## src/rtl/div_quotient_normalizer_if.sv

```systemverilog
// Handshake bundle between the mantissa divider, the quotient normaliser and writeback.
// Latency: none, this only groups wires.
// Backpressure: in_valid/in_ready upstream, out_valid/out_ready downstream, independent stalls.
interface div_quotient_normalizer_if #(
    parameter int QW = 26,
    parameter int EW = 10
);
    // upstream side: raw quotient from the divider
    logic                 in_valid;
    logic                 in_ready;
    logic [QW-1:0]        q_in;
    logic                 sticky_in;
    logic signed [EW-1:0] exp_in;
    logic                 sign_in;

    // downstream side: packed single-precision result
    logic                 out_valid;
    logic                 out_ready;
    logic [31:0]          result;
    logic                 ovf;
    logic                 unf;

    // producer of quotients and consumer of results (divider + writeback)
    modport master (
        output in_valid, q_in, sticky_in, exp_in, sign_in, out_ready,
        input  in_ready, out_valid, result, ovf, unf
    );

    // the normaliser itself
    modport slave (
        input  in_valid, q_in, sticky_in, exp_in, sign_in, out_ready,
        output in_ready, out_valid, result, ovf, unf
    );
endinterface

```

## src/rtl/div_quotient_normalizer.sv

```systemverilog
// Normalises a raw divider quotient one bit per cycle, rounds to nearest-even, packs an IEEE single.
// Latency: out_valid after edge 3+k from the accepting edge (k = shifts), edge 2 for a zero quotient.
// Backpressure: one op in flight; in_ready only in IDLE, result held in DONE until out_ready.
module div_quotient_normalizer #(
    parameter int QW = 26,
    parameter int EW = 10
) (
    input  logic                     clk,
    input  logic                     rst,
    div_quotient_normalizer_if.slave bus
);

    // Internal exponent carries extra headroom so up to QW-1 decrements and the
    // rounding carry never wrap, whatever signed value arrives on exp_in.
    localparam int XW = EW + $clog2(QW) + 2;

    localparam logic signed [XW-1:0] EXP_MAX = XW'(255);

    typedef enum logic [1:0] {
        IDLE  = 2'd0,
        NORM  = 2'd1,
        ROUND = 2'd2,
        DONE  = 2'd3
    } state_t;

    state_t               state;
    logic [QW-1:0]        q_reg;
    logic                 sticky_reg;
    logic signed [XW-1:0] exp_reg;
    logic                 sign_reg;

    // rounding datapath (combinational, consumed in ROUND)
    logic                 low_sticky;
    logic                 guard_bit;
    logic                 lsb_bit;
    logic                 sticky_all;
    logic                 round_up;
    logic [23:0]          frac_sum;
    logic                 frac_carry;
    logic signed [XW-1:0] exp_rnd;
    logic                 rnd_ovf;
    logic                 rnd_unf;
    logic [31:0]          rnd_result;

    // Bits below the guard position only exist when the quotient is wider than 25 bits.
    generate
        if (QW > 25) begin : g_low_bits
            assign low_sticky = |q_reg[QW-26:0];
        end else begin : g_no_low_bits
            assign low_sticky = 1'b0;
        end
    endgenerate

    // Round-to-nearest-even on the normalised quotient and range-check the final exponent.
    always_comb begin
        guard_bit  = q_reg[QW-25];
        lsb_bit    = q_reg[QW-24];
        sticky_all = low_sticky | sticky_reg;
        round_up   = guard_bit & (sticky_all | lsb_bit);

        // The hidden bit is always 1 here, so a carry out of the 23 fraction bits is
        // exactly a mantissa overflow: fraction wraps to zero (1.000...) and exp+1.
        frac_sum   = {1'b0, q_reg[QW-2:QW-24]} + {23'b0, round_up};
        frac_carry = frac_sum[23];
        exp_rnd    = exp_reg + {{(XW-1){1'b0}}, frac_carry};

        rnd_ovf    = 1'b0;
        rnd_unf    = 1'b0;
        rnd_result = {sign_reg, exp_rnd[7:0], frac_sum[22:0]};

        // Overflow saturates to infinity; underflow flushes to signed zero (no subnormals).
        if (exp_rnd >= EXP_MAX) begin
            rnd_ovf    = 1'b1;
            rnd_result = {sign_reg, 8'hFF, 23'b0};
        end else if (exp_rnd[XW-1] || (exp_rnd == '0)) begin
            rnd_unf    = 1'b1;
            rnd_result = {sign_reg, 31'b0};
        end
    end

    // Control FSM with registered handshake outputs and result/flag registers.
    always_ff @(posedge clk or posedge rst) begin
        if (rst) begin
            state         <= IDLE;
            q_reg         <= '0;
            sticky_reg    <= 1'b0;
            exp_reg       <= '0;
            sign_reg      <= 1'b0;
            bus.in_ready  <= 1'b1;
            bus.out_valid <= 1'b0;
            bus.result    <= '0;
            bus.ovf       <= 1'b0;
            bus.unf       <= 1'b0;
        end else begin
            case (state)
                IDLE: begin
                    if (bus.in_valid) begin
                        q_reg        <= bus.q_in;
                        sticky_reg   <= bus.sticky_in;
                        exp_reg      <= {{(XW-EW){bus.exp_in[EW-1]}}, bus.exp_in};
                        sign_reg     <= bus.sign_in;
                        bus.in_ready <= 1'b0;
                        state        <= NORM;
                    end
                end

                NORM: begin
                    if (q_reg == '0) begin
                        // Zero quotient skips rounding entirely: signed zero, no flags.
                        bus.result    <= {sign_reg, 31'b0};
                        bus.ovf       <= 1'b0;
                        bus.unf       <= 1'b0;
                        bus.out_valid <= 1'b1;
                        state         <= DONE;
                    end else if (!q_reg[QW-1]) begin
                        q_reg   <= {q_reg[QW-2:0], 1'b0};
                        exp_reg <= exp_reg - XW'(1);
                    end else begin
                        state <= ROUND;
                    end
                end

                ROUND: begin
                    bus.result    <= rnd_result;
                    bus.ovf       <= rnd_ovf;
                    bus.unf       <= rnd_unf;
                    bus.out_valid <= 1'b1;
                    state         <= DONE;
                end

                DONE: begin
                    // Result and flags stay put until writeback takes them.
                    if (bus.out_ready) begin
                        bus.out_valid <= 1'b0;
                        bus.in_ready  <= 1'b1;
                        state         <= IDLE;
                    end
                end

                default: begin
                    bus.out_valid <= 1'b0;
                    bus.in_ready  <= 1'b1;
                    state         <= IDLE;
                end
            endcase
        end
    end

endmodule

```

## src/flat_wrapper.sv

```systemverilog
// flat-port wrapper written by rule: the top's interface ports become plain ports
module div_quotient_normalizer_flat 
#(
    parameter int QW = 26,
    parameter int EW = 10
)
  (clk, rst, bus_in_valid, bus_q_in, bus_sticky_in, bus_exp_in, bus_sign_in, bus_out_ready, bus_in_ready, bus_out_valid, bus_result, bus_ovf, bus_unf);
  div_quotient_normalizer_if #(.QW(QW), .EW(EW)) bus_i ();
  input  logic clk;
  input  logic rst;
  input wire logic [$bits(bus_i.in_valid)-1:0] bus_in_valid;
  input wire logic [$bits(bus_i.q_in)-1:0] bus_q_in;
  input wire logic [$bits(bus_i.sticky_in)-1:0] bus_sticky_in;
  input wire logic [$bits(bus_i.exp_in)-1:0] bus_exp_in;
  input wire logic [$bits(bus_i.sign_in)-1:0] bus_sign_in;
  input wire logic [$bits(bus_i.out_ready)-1:0] bus_out_ready;
  output wire logic [$bits(bus_i.in_ready)-1:0] bus_in_ready;
  output wire logic [$bits(bus_i.out_valid)-1:0] bus_out_valid;
  output wire logic [$bits(bus_i.result)-1:0] bus_result;
  output wire logic [$bits(bus_i.ovf)-1:0] bus_ovf;
  output wire logic [$bits(bus_i.unf)-1:0] bus_unf;
  assign bus_i.in_valid = bus_in_valid;
  assign bus_i.q_in = bus_q_in;
  assign bus_i.sticky_in = bus_sticky_in;
  assign bus_i.exp_in = bus_exp_in;
  assign bus_i.sign_in = bus_sign_in;
  assign bus_i.out_ready = bus_out_ready;
  assign bus_in_ready = bus_i.in_ready;
  assign bus_out_valid = bus_i.out_valid;
  assign bus_result = bus_i.result;
  assign bus_ovf = bus_i.ovf;
  assign bus_unf = bus_i.unf;
  div_quotient_normalizer #(.QW(QW), .EW(EW)) u_core (.clk(clk), .rst(rst), .bus(bus_i));
endmodule
```

## config.mk

```make
export PLATFORM = sky130hd
export DESIGN_NAME = div_quotient_normalizer_flat
export DESIGN_NICKNAME = d
export VERILOG_FILES = /design/src/rtl/div_quotient_normalizer_if.sv /design/src/rtl/div_quotient_normalizer.sv /design/src/flat_wrapper.sv
export SDC_FILE = /design/constraint.sdc
export NUM_CORES = 1
export LEC_CHECK = 0
export ABC_AREA = 1
export BUFFER_PORTS_ARGS = -buffer_cell sky130_fd_sc_hd__buf_2
export CAP_MARGIN = 5
export CORE_MARGIN = 4
export CORE_UTILIZATION = 60
export DETAILED_ROUTE_END_ITERATION = 10
export PLACE_DENSITY = 0.82
export REMOVE_ABC_BUFFERS = 1
export SETUP_SLACK_MARGIN = 0.15
export SYNTH_ARGS = -nofsm -noshare
export SYNTH_HDL_FRONTEND = slang
export SYNTH_SLANG_ARGS = --single-unit
export TNS_END_PERCENT = 100
```

## constraint.sdc

```tcl
create_clock -name clk -period 5.1 [get_ports clk]
set_clock_uncertainty 0.1 [all_clocks]
set_input_delay 1.02 -clock clk [delete_from_list [all_inputs] [get_ports clk]]
set_output_delay 1.02 -clock clk [all_outputs]
set_load 0.1 [all_outputs]
```

==> summary.txt <==
Drt
  • Via count of the routed design: 5,415
  • Vias per std cell: 5.61
  • Final routed DRC violation total: 0
  • Detailed Route WL: approximately 15 mm
  • Per-cell routed wire length: around 15 um
  • Number of antenna-violating nets in the routed design: 0
  • Drt pass-1 iters: 5
  • Detailed Route Iter0 Violations: 431

Timing
  • Minimum clock period: 4.39 ns
  • Sum of negative setup slack: 0 ns
  • Final setup violation count: 0
  • Max-slew headroom at the worst pin: a little over a third
  • Highest achievable clock rate: 0.228 GHz
  • Unrepaired setup endpoints after global routing: false
  • Period utilisation layout: 86.2%
  • Final hold violation count: 0
  • Slew at the pin closest to its max-slew limit: 0.960 ns
  • Total count of max-transition violations in the final report: 0

Cells and area
  • Ant. Diodes: 0
  • Layout cells sized above 1: 13.4%
  • Count of nets after finishing: 902
  • Util after Layout: roughly 70%
  • Leading cell type in the layout, fill and taps excluded: nand2_1
  • Fillers: 784
  • Area occupied by registers: 2080 sq um
  • Largest register FFs: 32
  • Highest-count cells in the layout ignoring fill and taps: nand2_1, inv_1, nor2_1, o21ai_0, dfrtp_1
  • Cell Count, Final, Fillers Out: 965
  • Area occupied by multi-input gates: 2850 sq um
  • Post-layout instance area: 6040 sq um
  • Area Growth Syn to Fin: 11.4%

Global routing
  • First-pass GRT wire length: 23.9 mm
  • Antenna violations before repair: 0
  • Congestion Overflow GR: 0
  • Aggregate global-route resource usage: 28.6%
  • Largest net degree at the start of global routing: 56
  • Via count of the first global-routing pass: 4,927

Clock tree
  • Number of sinks driven by the clock tree: 83
  • Post-cts repair resize count: 0
  • Clock tree buffer depth: 2
  • Post CTS Setup Buffer Count: 0
  • Clk root buf: clkbuf_8
  • H-tree depth: 3
  • Insertion delay of the later-clocked pin in the worst-skew pair: 0.36 ns
  • CTS Buf Count: 9
  • TritonCTS clock tree: built
  • Clock slew at reported path FFs: 0.08 ns
  • Number of hold buffers added after cts: 0

Logic synthesis
  • Number of unique standard cell types used by synthesis: 35
  • Syn Inst Count: 787
  • Cell type contributing the most total cell area after synthesis: dfrtp_1
  • Register bit count reported by yosys: 83
  • Count of warnings emitted by yosys: 0
  • Total standard cell area after synthesis: ~5400 sq um
  • Synthesized area per cell: 6.89 sq um
  • Top post-synthesis cells by area: dfrtp_1, nand2_1, o21ai_0
  • Sequential area share after synthesis: 38.3%
  • Share of the synthesized area in the top cell type: 37.8%

Setup path
  • Worst path arrival time: about 4.6 ns
  • Critical Path Max Stage Delay: 0.57 ns
  • Startpoint type of the worst setup path: flop
  • Critical path type: flop to flop
  • Highest-delay cell along the critical path: nand2_1
  • Data required, critical path: 5.27 ns
  • Type of destination of the critical path: flop
  • Most repeated library cell on the critical path: nand2_1
  • Maximum fanout along the worst path: 29
  • Chain of cells forming the critical path: inv_1 > nor3_1 > nand2_1 > nor2_1 > nand4_1 > nor4_1 > ha_1 > nand2_1 > nor2_4 > nand2_1 > nor3_1 > nor2_1 > nand2_1 > nor2_1 > nand2_1 > nand3_1 > o21bai_1

Place
  • Placed wire-length estimate: 10.9 mm
  • Total cell area at the placement stage: 5850 sq um
  • Port Buffers: 77
  • Cell count after placement: between 900 and 1,000
  • Routability-driven placement congestion ratio: 1.01

Floorplanning
  • Die area: around 11,000 sq um
  • I/O pin cnt: 78
  • Effective utilization at floorplan: 61.9%
  • Cell Rows: 34
  • Width of the die: 103 um
  • DIE HEIGHT: between 100 and 150 um
  • Core Region: 8760 sq um

Min path
  • Worst min-delay path category: flop to flop

Power and ir drop
  • Total power consumption of the routed design: 4.07 mW
  • Lkg Pwr: 3.08 nW
  • VDD IR-drop max: 0.543 mV
  • Power density cells: roughly 670 nW/um^2

Status
  • Outcome: completed

Flow run
  • MaxCap Viol Count: 0
-- path summary, 6_finish.rpt --
kind / from / to / slack (ns) / depth (start not counted)
max reg2reg: u_core.q_reg[4]$_DFFE_PP0P_ / u_core.bus.result[18]$_DFFE_PP0P_ / 0.71 / 17
max in group asynchronous: rst / u_core.bus.in_ready$_DFFE_PP1P_ / 3.19 / 3
min: u_core.bus.result[31]$_DFFE_PP0P_ / u_core.bus.result[31]$_DFFE_PP0P_ / 0.37 / 2
min reg2reg: u_core.bus.result[31]$_DFFE_PP0P_ / u_core.bus.result[31]$_DFFE_PP0P_ / 0.37 / 2
max: u_core.q_reg[4]$_DFFE_PP0P_ / u_core.bus.result[18]$_DFFE_PP0P_ / 0.71 / 17
min in group asynchronous: rst / u_core.bus.result[27]$_DFFE_PP0P_ / 0.73 / 2
-- critical path: cells and delay by family, from the launching register on --
kind	cells	cell delay, ns
AO/OA/AOI/OAI	1	0.19
buffers and inverters	1	0.10
flip-flops	1	0.39
adder cells (fa/ha/maj)	1	0.29
AND/OR/NAND/NOR	14	3.23
-- metrics by stage --
| stage | hold WS [ns] | setup WS [ns] |
|---|---|---|
| after detailed placement | 0.354 | 0.830 |
| after CTS | 0.374 | 0.781 |
| final | 0.371 | 0.706 |
| after global routing | 0.408 | 0.221 |
| after global placement | 0.351 | 1.07 |
| after floorplan | 0.345 | 0.787 |
-- report_power, final --
| part | switching [mW] | leakage, nW | internal, mW |
|---|---|---|---|
| clock | 0.246 | 0.0933 | 0.226 |
| combinational | 1.81 | 1.95 | 0.578 |
| sequential | 0.274 | 1.04 | 0.934 |
-- routing by layer --
metal	vias to the layer above	part of all wire, %	GRT usage (%)
met4	0	1.3	7.87
met2	216	43	41.9
met5	-	0	0
li1	2690	-	-
met1	2482	48	43.3
met3	27	7.6	4.94
-- area by class of cell --
type | count | area share [%]
flip-flops and latches | 83 | 34.4
clock buffers | 11 | 2.17
inverters | 97 | 6.05
repair buffers | 82 | 7.00
well taps | 108 | 2.24
clock inverters | 5 | 0.932
multi-input cells | 579 | 47.2
-- Yosys cell counts, drive strengths merged --
master / number
o21bai: 11
dfstp: 1
o32ai: 1
a21oi: 9
xor2: 19
nor4: 1
a22oi: 13
nor3: 15
o22ai: 1
dfrtp: 82
clkbuf: 15
o221ai: 1
nand4: 39
nand3: 51
ha: 8
inv: 97
buf: 13
nor2: 92
nand2: 224
nand3b: 1
o211ai: 3
o21ai: 85
mux2: 2
a31oi: 3
-- cells by family (layout without fill, tap and decap cells) --
group / Yosys count / after routing / share of synthesized area (%)
flops: 83 / 83 / 38.3
simple gates: 423 / 423 / 33.6
compound gates: 127 / 127 / 13.4
buf+inv: 125 / 195 / 9.19
fa+ha+maj: 8 / 8 / 1.85
xor+xnor: 19 / 19 / 3.21
mux: 2 / 2 / 0.415
(Power assumes the default switching activity.)
